--- config.mk ---
export PLATFORM = sky130hd
export DESIGN_NAME = clock_reset_gen
export DESIGN_NICKNAME = d
export VERILOG_FILES = /design/src/rtl/clock_reset_gen.sv
export SDC_FILE = /design/constraint.sdc
export NUM_CORES = 1
export LEC_CHECK = 0
export BUFFER_PORTS_ARGS = -buffer_cell sky130_fd_sc_hd__buf_2
export CORE_MARGIN = 3
export CORE_UTILIZATION = 49
export DETAILED_ROUTE_END_ITERATION = 10
export MAX_ROUTING_LAYER = met4
export PLACE_DENSITY = 0.76
export SETUP_SLACK_MARGIN = 0.15
export SKIP_LAST_GASP = 1
export SLEW_MARGIN = 15
export SYNTH_ARGS = -nofsm -noshare
export SYNTH_HDL_FRONTEND = slang
export SYNTH_SLANG_ARGS = --single-unit
--- constraint.sdc ---
create_clock -name clock -period 1.9 [get_ports clock]
set_clock_uncertainty 0.1 [all_clocks]
set_input_delay 0.38 -clock clock [delete_from_list [all_inputs] [get_ports clock]]
set_output_delay 0.38 -clock clock [all_outputs]
set_load 0.01 [all_outputs]
--- src/rtl/clock_reset_gen.sv ---
// Start-up sequencer (reset sync -> hold -> run) and derived core clocks, all flop outputs.
// Optional clean clock stop with freeze_req/freeze_ack when CLK_FREEZE_EN is defined.
module clock_reset_gen #(
  parameter int RST_SYNC_STAGES = 2,
  parameter int HOLD_CYCLES     = 8,
  parameter int PROC_DIV        = 4,
  parameter int CNT_W           = 32
) (
  input  logic             clock,
  input  logic             reset,
`ifdef CLK_FREEZE_EN
  input  logic             freeze_req,
  output logic             freeze_ack,
`endif
  output logic             imem_clock,
  output logic             dmem_clock,
  output logic             processor_clock,
  output logic             regfile_clock,
  output logic             core_reset,
  output logic             running,
  output logic [CNT_W-1:0] cycle_count
);

  localparam int KW = $clog2(PROC_DIV);
  localparam int HW = (HOLD_CYCLES > 1) ? $clog2(HOLD_CYCLES) : 1;
  localparam logic [KW-1:0] K_LAST    = KW'(PROC_DIV - 1);
  localparam logic [KW-1:0] K_HALF    = KW'(PROC_DIV / 2);
  localparam logic [HW-1:0] HOLD_LAST = HW'(HOLD_CYCLES - 1);

`ifdef CLK_FREEZE_EN
  typedef enum logic [1:0] {ST_RESET, ST_HOLD, ST_RUN, ST_FREEZE} state_t;
`else
  typedef enum logic [1:0] {ST_RESET, ST_HOLD, ST_RUN} state_t;
`endif

  state_t                       r_state;
  state_t                       w_state_nxt;
  logic [RST_SYNC_STAGES-2:0]   r_sync;
  logic [HW-1:0]                r_hold_cnt;
  logic [HW-1:0]                w_hold_nxt;
  logic [KW-1:0]                r_k;
  logic [KW-1:0]                w_k_nxt;
  logic                         w_sync_done;
  logic                         w_run_nxt;
  logic                         w_active_nxt;
  logic                         r_imem_clk;
  logic                         r_dmem_clk;
  logic                         r_proc_clk;
  logic                         r_rf_clk;
  logic                         r_core_rst;
  logic                         r_running;
  logic [CNT_W-1:0]             r_cycle_cnt;
`ifdef CLK_FREEZE_EN
  logic                         r_freeze_ack;
`endif

  // The RESET->HOLD state flop acts as the last synchronizer stage.
  always_ff @(posedge clock or negedge reset) begin
    if (!reset) begin
      r_sync <= '0;
    end else begin
      r_sync[0] <= 1'b1;
      for (int i = 1; i < RST_SYNC_STAGES - 1; i++) begin
        r_sync[i] <= r_sync[i-1];
      end
    end
  end

  assign w_sync_done = r_sync[RST_SYNC_STAGES-2];

  always_ff @(posedge clock or negedge reset) begin
    if (!reset) begin
      r_state    <= ST_RESET;
      r_hold_cnt <= '0;
      r_k        <= '0;
    end else begin
      r_state    <= w_state_nxt;
      r_hold_cnt <= w_hold_nxt;
      r_k        <= w_k_nxt;
    end
  end

  always_comb begin
    w_state_nxt = r_state;
    w_hold_nxt  = r_hold_cnt;
    w_k_nxt     = '0;
    case (r_state)
      ST_RESET: begin
        if (w_sync_done) begin
          w_state_nxt = ST_HOLD;
          w_hold_nxt  = '0;
        end
      end
      ST_HOLD: begin
        if (r_hold_cnt == HOLD_LAST) begin
          w_state_nxt = ST_RUN;
        end else begin
          w_hold_nxt = r_hold_cnt + 1'b1;
        end
      end
      ST_RUN: begin
        if (r_k == K_LAST) begin
          w_k_nxt = '0;
`ifdef CLK_FREEZE_EN
          // Only stop at the end of a period so processor_clock is already low.
          if (freeze_req) begin
            w_state_nxt = ST_FREEZE;
          end
`endif
        end else begin
          w_k_nxt = r_k + 1'b1;
        end
      end
`ifdef CLK_FREEZE_EN
      ST_FREEZE: begin
        if (!freeze_req) begin
          w_state_nxt = ST_RUN;
        end
      end
`endif
      default: begin
        w_state_nxt = ST_RESET;
      end
    endcase
  end

  assign w_run_nxt = (w_state_nxt == ST_RUN);
`ifdef CLK_FREEZE_EN
  assign w_active_nxt = w_run_nxt || (w_state_nxt == ST_FREEZE);
`else
  assign w_active_nxt = w_run_nxt;
`endif

  // Outputs are decoded from the next state/phase so every pin is a plain flop.
  always_ff @(posedge clock or negedge reset) begin
    if (!reset) begin
      r_imem_clk  <= 1'b0;
      r_dmem_clk  <= 1'b0;
      r_proc_clk  <= 1'b0;
      r_rf_clk    <= 1'b0;
      r_core_rst  <= 1'b1;
      r_running   <= 1'b0;
      r_cycle_cnt <= '0;
    end else begin
      r_imem_clk <= w_run_nxt && !w_k_nxt[0];
      r_dmem_clk <= w_run_nxt && w_k_nxt[0];
      r_proc_clk <= w_run_nxt && (w_k_nxt < K_HALF);
      r_rf_clk   <= w_run_nxt && (w_k_nxt < K_HALF);
      r_core_rst <= !w_active_nxt;
      r_running  <= w_run_nxt;
      if (w_run_nxt && (w_k_nxt == '0) && (r_cycle_cnt != '1)) begin
        r_cycle_cnt <= r_cycle_cnt + 1'b1;
      end
    end
  end

`ifdef CLK_FREEZE_EN
  always_ff @(posedge clock or negedge reset) begin
    if (!reset) begin
      r_freeze_ack <= 1'b0;
    end else begin
      r_freeze_ack <= (w_state_nxt == ST_FREEZE);
    end
  end

  assign freeze_ack = r_freeze_ack;
`endif

  assign imem_clock      = r_imem_clk;
  assign dmem_clock      = r_dmem_clk;
  assign processor_clock = r_proc_clk;
  assign regfile_clock   = r_rf_clk;
  assign core_reset      = r_core_rst;
  assign running         = r_running;
  assign cycle_count     = r_cycle_cnt;

endmodule
==> flow_summary.json, run 1 <==
{
  "cts_tree": "done",
  "stdcell_count": 360,
  "clk_pin_slew_worst_paths_ps": 90,
  "cts-hold-fix-buffers": 0,
  "vias": 2061,
  "synth_area_leaders": "dfrtp_1, xor2_1, xnor2_1, nand3_1, nor2_1",
  "drv_slew": 0,
  "antenna_found_initial": 0,
  "setup_viol": 29,
  "std_cell_rows": 23,
  "peakVddDrop_uv": 991.0,
  "crit_type": "reg2reg",
  "cts_buffers": 5,
  "crit_buf_inv": 0,
  "fp.coreArea_mm2": 0.004144,
  "leakagePower_nw": 1.690,
  "via_per_inst": 5.725,
  "die_h_um": 72.56,
  "mostFrequentLayoutCell": "buf_4",
  "dr.pass1.iters": 5,
  "required_ps": 2020,
  "ys.flop_type": "dfrtp_1",
  "synth_cell_types": 44,
  "grt_usage": 0.2383,
  "fin_ws_ps": -215.1,
  "clock-sinks": 45,
  "syn_inst": 198,
  "hold_path.class": "in2async",
  "syn2layout_area_growth_pct": 55.73,
  "nets": 315,
  "end_kind": "flip-flop",
  "power_density_mw_per_mm2": 819.7,
  "drc_errors": 0,
  "wl_per_cell_um": 18.98,
  "grt_pass1_vias": 2051,
  "syn_avg_cell_area_um2": 10.96,
  "drt_iter0_drc": 206,
  "synth_top_family_by_area": "simple AND/OR/NAND/NOR gates",
  "final_cell_mix": "buf_4, dfrtp_1, buf_2",
  "synth-seq-cells": 45,
  "gp_congestion": 0.8657,
  "path_max_fanout": 7,
  "cpLargestDelayFamily": "compound AO/OA/AOI/OAI gates",
  "reg2reg_slack_ps": -220,
  "synth_area_mm2": 0.002171,
  "grt_pass1_wl_mm": 9.294,
  "max_freq_ghz": 0.4728,
  "crit_path_top_delay_cell": "dfrtp_1",
  "drv_cap": 0,
  "fin_crit_ps": 2115,
  "yosys.area.top_type": "dfrtp_1",
  "htree_levels": 2,
  "slew_headroom": 0.6301,
  "worst_pin_slew_ps": 554.9,
  "die_area_mm2": 0.005265,
  "dp.cells": 340,
  "async_flop_share": 1.000,
  "yosys.area_share.simple": 0.2311,
  "violations": "negative setup slack",
  "synth_edf_count": 0,
  "overflow": 0,
  "dp_hpwl_mm": 3.766,
  "cts_root_buf": "clkbuf_8",
  "clk_latency_ps": 310,
  "antenna_cells": 0,
  "start_util": 0.5239,
  "rsz0062_at_grt": "yes",
  "pre_cts_slack_ps": -159.4,
  "cp.arrival_ps": 2230,
  "grt_max_degree": 46,
  "synth-xor-area-share": 0.1130,
  "pin_count": 40,
  "synth-compound-area-share": 0.05533,
  "path_cells": "ha_4, o31a_4, a2111o_1, nor4_2, xor2_1",
  "critPathMaxStageDelay_ps": 420,
  "hold_viol": 0,
  "netlist.area_leader.share": 0.5072,
  "cp-start-kind": "flip-flop",
  "drt_wl_total_mm": 6.831,
  "yosysWarningCount": 0,
  "syn-num-nets": 204,
  "period_share": 1.113,
  "synth_mux_area_frac": 0.03170,
  "ys_seq_area_frac": 0.5193,
  "port_buffers": 39,
  "final_util": 0.8158,
  "final_layout_size_suffix_gt1_frac": 0.5194,
  "cts_buffer_depth": 2,
  "status": "finished, violations left",
  "synthAdderAreaFrac": 0.02305,
  "die_w_um": 72.56,
  "ant_nets": 0
}
[stage by stage]
step / instance area, µm² / power (mW) / hold WS, ps / setup TNS, ps
2_1_floorplan: 2220 / 1.542 / -15.59 / -1372
3_3_place_gp: 2872 / 1.784 / 391.9 / -1013
3_5_place_dp: 2872 / 1.814 / 390.0 / -1435
4_1_cts: 3193 / 2.658 / 69.20 / -1813
5_1_grt: 3381 / 2.911 / 87.53 / -5265
6_report: 3381 / 2.771 / 45.90 / -3087
[timing repair]
action | 4_1_cts | 5_1_grt
gates cloned | 0 | 0
resized for setup | 29 | 24
setup endpoints to repair | 30 | 32
setup buffers | 6 | 6
pin swaps | 8 | 15
[worst reg2reg max path, cell delays in order (launching register included)]
cell and delay (ps):
dfrtp_1 420, ha_4 270, o31a_4 400, a2111o_1 350
nor4_2 290, xor2_1 200
[area by class of cell]
cell class	count	area [µm²]
timing repair buffer	108	752.0
multi-input combinational	142	1296
sequential	45	1127
clock inverter	1	30.03
clock buffer	7	86.33
fill	228	763.2
inverter	7	26.28
tap	50	62.56
[sequential cells by signal (all words and copies together) (netlist names)]
signal         cells
dmem_clock         1
running            1
core_reset         1
regfile_clock      1
imem_clock         1
r_k                2
r_hold_cnt         3
r_state            2
r_sync             1
cycle_count       32
[where the power goes]
group,total [mW],internal (mW),switching (mW)
Combinational,0.842,0.462,0.380
Clock,0.754,0.429,0.325
Sequential,1.18,1.07,0.107
[cell usage after synthesis, types with 2 or more instances]
library cell and number:
a22o_1 5, and3_1 3, dfrtp_1 44, ha_1 4, inv_1 7, mux2_2 3, mux2i_1 2, nand2_1 11
nand3_1 20, nand4_1 8, nor2_1 19, nor3_1 7, nor3b_1 2, nor4_1 5, or3_1 3, xnor2_1 12
xor2_1 16
[kinds of logic after synthesis]
family | Yosys count
and+or+nand+nor | 89
DFF | 45
xor gates and xnor gates | 28
AOI/OAI and AO/OA | 14
buffers and inverters | 11
muxes | 6
adders and majority gates | 4
other | 1
[final timing paths]
| check | startpoint | endpoint | cells after the start |
|---|---|---|---|
| worst max-delay path | r_k[0] | cycle_count[31] | 5 |
| worst min-delay path | reset | cycle_count[4] | 2 |
| worst max register to register | r_k[0] | cycle_count[31] | 5 |
| worst min register to register | cycle_count[31] | cycle_count[31] | 1 |
| max in group asynchronous | reset | cycle_count[28] | 2 |
| min in group clock | cycle_count[31] | cycle_count[31] | 1 |
[metal layers]
metal  vias up  track usage  routed length, µm
met4         0       0.1045                252
met2        84       0.3868               3423
met1      1026       0.2788               2774
met3        24      0.06094                381
li1        927            -                  -
met5         -            -                  0
(Power assumes the default switching activity.)
==> run 2: changes to the inputs <==
--- a/config.mk
+++ b/config.mk
@@ -5,9 +5,10 @@
 export SDC_FILE = /design/constraint.sdc
 export NUM_CORES = 1
 export LEC_CHECK = 0
+export ABC_AREA = 1
 export BUFFER_PORTS_ARGS = -buffer_cell sky130_fd_sc_hd__buf_2
 export CORE_MARGIN = 3
-export CORE_UTILIZATION = 49
+export CORE_UTILIZATION = 50
 export DETAILED_ROUTE_END_ITERATION = 10
 export MAX_ROUTING_LAYER = met4
 export PLACE_DENSITY = 0.76
==> flow_summary.json, run 2 <==
{
  "use_met3": 0.04628,
  "use_met2": 0.3435,
  "yosys.area.top_type": "dfrtp_1",
  "fp.coreArea_mm2": 0.005205,
  "max_freq_ghz": 0.5703,
  "synth_edf_count": 0,
  "crit_buf_inv": 1,
  "min_to": "r_state[0]",
  "period_share": 0.9229,
  "die_h_um": 80.03,
  "drv_cap": 0,
  "ant_nets": 0,
  "crit_type": "reg2reg",
  "drv_slew": 0,
  "drt_wl_total_mm": 7.050,
  "nets": 469,
  "whs_path_depth": 2,
  "worst_pin_slew_ps": 511.2,
  "overflow": 0,
  "r2r_cells": 9,
  "rsz0062_at_grt": "yes",
  "netlist.area_leader.share": 0.4018,
  "yosysWarningCount": 0,
  "setup_viol": 0,
  "largest_reg_flops": 32,
  "hold_path.class": "reg2reg",
  "crit_path_top_delay_cell": "dfrtp_1",
  "dp_hpwl_mm": 4.549,
  "setup_tns_ps": 0,
  "yosys.cell_count.top_type": "nand2_1",
  "fin_crit_ps": 1754,
  "cpLargestDelayFamily": "simple AND/OR/NAND/NOR gates",
  "grt_usage": 0.2116,
  "vias": 2622,
  "cpMostUsedCell": "nand2_1",
  "gp_congestion": 0.9188,
  "busiest_layer": "met2",
  "clk_latency_ps": 310,
  "nFillCells": 422,
  "synth_area_mm2": 0.002740,
  "synth-seq-cells": 45,
  "cts_tree": "done",
  "grt_pass1_wl_mm": 10.36,
  "wl_per_cell_um": 13.20,
  "slew_headroom": 0.6592,
  "multiInputGateArea_mm2": 0.001578,
  "port_buffers": 39,
  "ys_seq_area_frac": 0.4114,
  "final_cell_mix": "nand2_1, nor2_1, buf_2",
  "dr.pass1.iters": 4,
  "met1_usage": 0.2625,
  "async_flop_share": 1.000,
  "synth_cell_types": 26,
  "peakVddDrop_uv": 481.4,
  "status": "completed",
  "synth_area_leaders": "dfrtp_1, nand2_1, nor2_1, inv_1, nand3_1",
  "regArea_mm2": 0.001145,
  "end_kind": "flip-flop",
  "drc_errors": 0,
  "htree_levels": 2,
  "die_area_mm2": 0.006405,
  "pin_count": 40,
  "ys.flop_type": "dfrtp_1",
  "mostFrequentLayoutCell": "nand2_1",
  "final_layout_size_suffix_gt1_frac": 0.2651,
  "reg2reg_slack_ps": 150,
  "cts_buffers": 5,
  "clock-sinks": 45,
  "die_w_um": 80.03,
  "antenna_found_initial": 0,
  "grt_max_degree": 25,
  "reg2reg_from": "cycle_count[8]",
  "start_util": 0.5264,
  "hold_viol": 0,
  "antenna_cells": 0,
  "cp-start-kind": "flip-flop",
  "syn_avg_cell_area_um2": 6.833,
  "path_max_fanout": 9,
  "power_density_mw_per_mm2": 756.2,
  "cp.arrival_ps": 1910,
  "via_per_inst": 4.910,
  "syn2layout_area_growth_pct": 28.22,
  "syn-num-nets": 407,
  "path_cells": "nand2_1, nor2_1, nand2_2, nor2_8, nand2_2, nand3_4, clkbuf_16, nand2_1, nand2_1",
  "min-delay-start": "r_sync",
  "drt_iter0_drc": 144,
  "cts_root_buf": "clkbuf_8",
  "clk_pin_slew_worst_paths_ps": 100,
  "yosys-top-cells-count": "nand2_1, nor2_1, dfrtp_1, inv_1, nand3_1",
  "leakagePower_nw": 1.811,
  "syn_inst": 401,
  "critPathMaxStageDelay_ps": 440,
  "cts_buffer_depth": 2,
  "r2r_end": "cycle_count[0]",
  "std_cell_rows": 26,
  "grt_pass1_vias": 2338,
  "p_total_mw": 2.657,
  "required_ps": 2050
}
==> run 2: cell types whose count changed after synthesis, sizes merged, moves of 7 or more <==
cell	previous run	this run
nand2	11	205
nor2	20	59
inv	7	35
xor2	16	5
nor3	9	0
nand4	8	0
nor4	7	0
==> run 2: worst max path at each step <==
stage | start | end | slack, ps | cells after the start
floorplan | cycle_count[0] | cycle_count[5] | 170 | 10
global placement | r_k[0] | cycle_count[2] | 90 | 7
detailed placement | r_k[0] | cycle_count[2] | 60 | 7
CTS | r_k[0] | cycle_count[2] | 180 | 7
global route | cycle_count[8] | cycle_count[16] | 30 | 9
finish | cycle_count[8] | cycle_count[0] | 150 | 9
==> run 2: cell type report <==
class                      instances  area share
clock buffer                       5     0.01959
clock inverter                     3    0.007123
inverter                          35     0.03739
multi-input combinational        314      0.4491
sequential                        45      0.3259
tap                               70     0.02493
timing repair buffer              62      0.1360
==> run 2: through the flow <==
step / utilization / hold slack (ps) / area, µm² / setup slack (ps) / cells
finish: 0.6750 / 405.2 / 3513 / 146.4 / 534
global route: 0.6750 / 448.3 / 3513 / 33.44 / 534
CTS: 0.6221 / 404.1 / 3238 / 184.1 / 522
detailed placement: 0.5861 / 274.9 / 3050 / 64.71 / 509
global placement: 0.5861 / 274.5 / 3050 / 90.78 / 509
floorplan: - / -15.59 / 2740 / 167.0 / 401
==> run 2: cell families after synthesis <==
group                      Yosys count  share of synthesized area
AOI/OAI and AO/OA                    9                    0.01917
xor gates and xnor gates            12                    0.03836
adders and majority gates            4                    0.01827
buffers and inverters               42                    0.06941
DFF                                 45                     0.4114
other                                1                   0.001369
and+or+nand+nor                    288                     0.4420
==> run 2: what timing repair did <==
action,in CTS,in global routing
buffers inserted,3,10
gates resized for setup,10,44
pin swaps,1,13
hold buffers,1,0
endpoints found under the hold margin,20,0
setup endpoints to repair,29,32
cloned,1,2
==> run 2: per-layer routing <==
layer | part of all wire | vias to the layer above
met4 | 0.017 | 0
met5 | 0 | -
met2 | 0.50 | 59
li1 | - | 1335
met3 | 0.041 | 10
met1 | 0.44 | 1218
==> run 2: report_power, final <==
part	switching, mW	internal (mW)	leakage [nW]	total (mW)
sequential	0.0819	1.06	0.588	1.15
combinational	0.467	0.409	1.18	0.876
clock	0.367	0.268	0.0452	0.636
==> run 2: worst min-delay path, delay by kind of cell, from the launching register on <==
kind	cells	cell delay [ps]
flip-flops	1	350
AND/OR/NAND/NOR	2	120
==> run 3: changes to the inputs <==
--- a/config.mk
+++ b/config.mk
@@ -11,7 +11,7 @@
 export CORE_UTILIZATION = 50
 export DETAILED_ROUTE_END_ITERATION = 10
 export MAX_ROUTING_LAYER = met4
-export PLACE_DENSITY = 0.76
+export PLACE_DENSITY_LB_ADDON = 0.12
 export SETUP_SLACK_MARGIN = 0.15
 export SKIP_LAST_GASP = 1
 export SLEW_MARGIN = 15
==> flow_summary.json, run 3 (synthesis gave the netlist of run 2 again) <==
{
  "antenna_found_initial": 0,
  "htree_levels": 2,
  "cts_buffers": 5,
  "peakVddDrop_uv": 480.3,
  "antenna_cells": 0,
  "p_total_mw": 2.700,
  "hold_path.class": "reg2reg",
  "fp.coreArea_mm2": 0.005205,
  "syn2layout_area_growth_pct": 29.50,
  "fin_crit_ps": 1749,
  "cts_root_buf": "clkbuf_8",
  "hold_viol": 0,
  "grt_pass1_vias": 2447,
  "r2r_end": "cycle_count[23]",
  "nets": 472,
  "mostFrequentLayoutCell": "nand2_1",
  "dp_hpwl_mm": 4.620,
  "largest_reg_flops": 32,
  "leakagePower_nw": 1.799,
  "drv_cap": 0,
  "reg2reg_from": "cycle_count[1]",
  "use_met2": 0.3601,
  "die_area_mm2": 0.006405,
  "end_kind": "flip-flop",
  "period_share": 0.9204,
  "clk_pin_slew_worst_paths_ps": 100,
  "busiest_layer": "met2",
  "nFillCells": 448,
  "setup_tns_ps": 0,
  "endpoint": "cycle_count[23]",
  "overflow": 0,
  "crit_type": "reg2reg",
  "std_cell_rows": 26,
  "path_max_fanout": 7,
  "ant_nets": 0,
  "cp-start-kind": "flip-flop",
  "clk_latency_ps": 320,
  "min-delay-start": "r_sync",
  "die_h_um": 80.03,
  "port_buffers": 39,
  "power_density_mw_per_mm2": 760.9,
  "cts_buffer_depth": 2,
  "gp_congestion": 0.8630,
  "use_met3": 0.04063,
  "r2r_cells": 10,
  "final_layout_size_suffix_gt1_frac": 0.2998,
  "start_util": 0.5264,
  "status": "completed",
  "reg2reg_slack_ps": 150,
  "grt_max_degree": 30,
  "cts_tree": "done",
  "grt_usage": 0.2275,
  "cp.arrival_ps": 1900,
  "drt_iter0_drc": 118,
  "die_w_um": 80.03,
  "startpoint": "cycle_count[1]",
  "pin_count": 40,
  "grt_pass1_wl_mm": 11.08,
  "dr.pass1.iters": 4,
  "wl_per_cell_um": 13.82,
  "max_freq_ghz": 0.5718,
  "setup_viol": 0,
  "via_per_inst": 5.015,
  "met1_usage": 0.2863,
  "rsz0062_at_grt": "yes",
  "drv_slew": 0,
  "vias": 2693,
  "final_cell_mix": "nand2_1, nor2_1, buf_2",
  "drt_wl_total_mm": 7.420,
  "drc_errors": 0,
  "required_ps": 2050,
  "clock-sinks": 45
}
[run 3: cell types whose count changed in the layout (fill, tap and decap cells not counted), sizes merged]
| cell | previous run | this run |
|---|---|---|
| clkbuf | 7 | 9 |
| clkinvlp | 1 | 0 |
| clkinv | 0 | 3 |
| buf | 59 | 60 |
| inv | 37 | 35 |
[run 3: routing by layer]
| layer | vias to the layer above | wire [µm] |
|---|---|---|
| met4 | 0 | 155 |
| met3 | 18 | 470 |
| met2 | 83 | 3593 |
| met5 | - | 0 |
| li1 | 1348 | - |
| met1 | 1244 | 3200 |
[run 3: worst max-delay path: stages, from the launching register on]
cell and delay, ps:
dfrtp_2 450, ha_4 170, inv_2 50, nor2_4 140, nand2_4 100, nor2_8 130
nand2_2 80, nand3_4 150, clkbuf_16 180, nand2_1 50, nand2_1 60
[run 3: where the power goes]
part | internal (mW) | switching [mW] | leakage, nW
logic | 0.438 | 0.493 | 1.17
clock network | 0.261 | 0.358 | 0.0481
registers | 1.07 | 0.0834 | 0.578
[run 3: final cells by class]
| class | instances | area (µm²) | share of cell area |
|---|---|---|---|
| flip-flops and latches | 45 | 1152 | 0.3248 |
| clock inverters | 3 | 22.52 | 0.006347 |
| repair buffers | 65 | 508.0 | 0.1432 |
| multi-input cells | 314 | 1578 | 0.4446 |
| well taps | 70 | 87.58 | 0.02468 |
| inverters | 35 | 131.4 | 0.03702 |
| clock buffers | 5 | 68.82 | 0.01939 |
[run 3: repair_timing]
item | 4_1_cts | 5_1_grt
setup endpoints to repair | 31 | 32
pin swaps | 0 | 18
hold buffers | 1 | 0
resized for setup | 3 | 57
hold endpoints to repair | 18 | 0
cloned | 0 | 6
setup buffers | 0 | 13
[run 3: how the worst min path moves through the flow]
| stage | slack (ps) | cells past startpoint | endpoint |
|---|---|---|---|
| CTS | 380 | 2 | r_state[0] |
| finish | 370 | 2 | r_state[0] |
| global placement | 250 | 1 | r_hold_cnt[2] |
| detailed placement | 260 | 1 | r_hold_cnt[2] |
| global route | 410 | 2 | r_state[0] |
| floorplan | -20 | 0 | cycle_count[0] |
[run 3: stage by stage]
| stage | setup WS (ps) | hold slack, ps | cells | utilization | instance area, µm² |
|---|---|---|---|---|---|
| 2_1_floorplan | 167.0 | -15.59 | 401 | - | 2740 |
| 3_3_place_gp | 109.4 | 252.3 | 509 | 0.5861 | 3050 |
| 3_5_place_dp | 70.28 | 261.2 | 509 | 0.5861 | 3050 |
| 4_1_cts | 130.7 | 379.8 | 518 | 0.6067 | 3158 |
| 5_1_grt | 55.87 | 413.5 | 537 | 0.6817 | 3548 |
| 6_report | 151.2 | 374.8 | 537 | 0.6817 | 3548 |
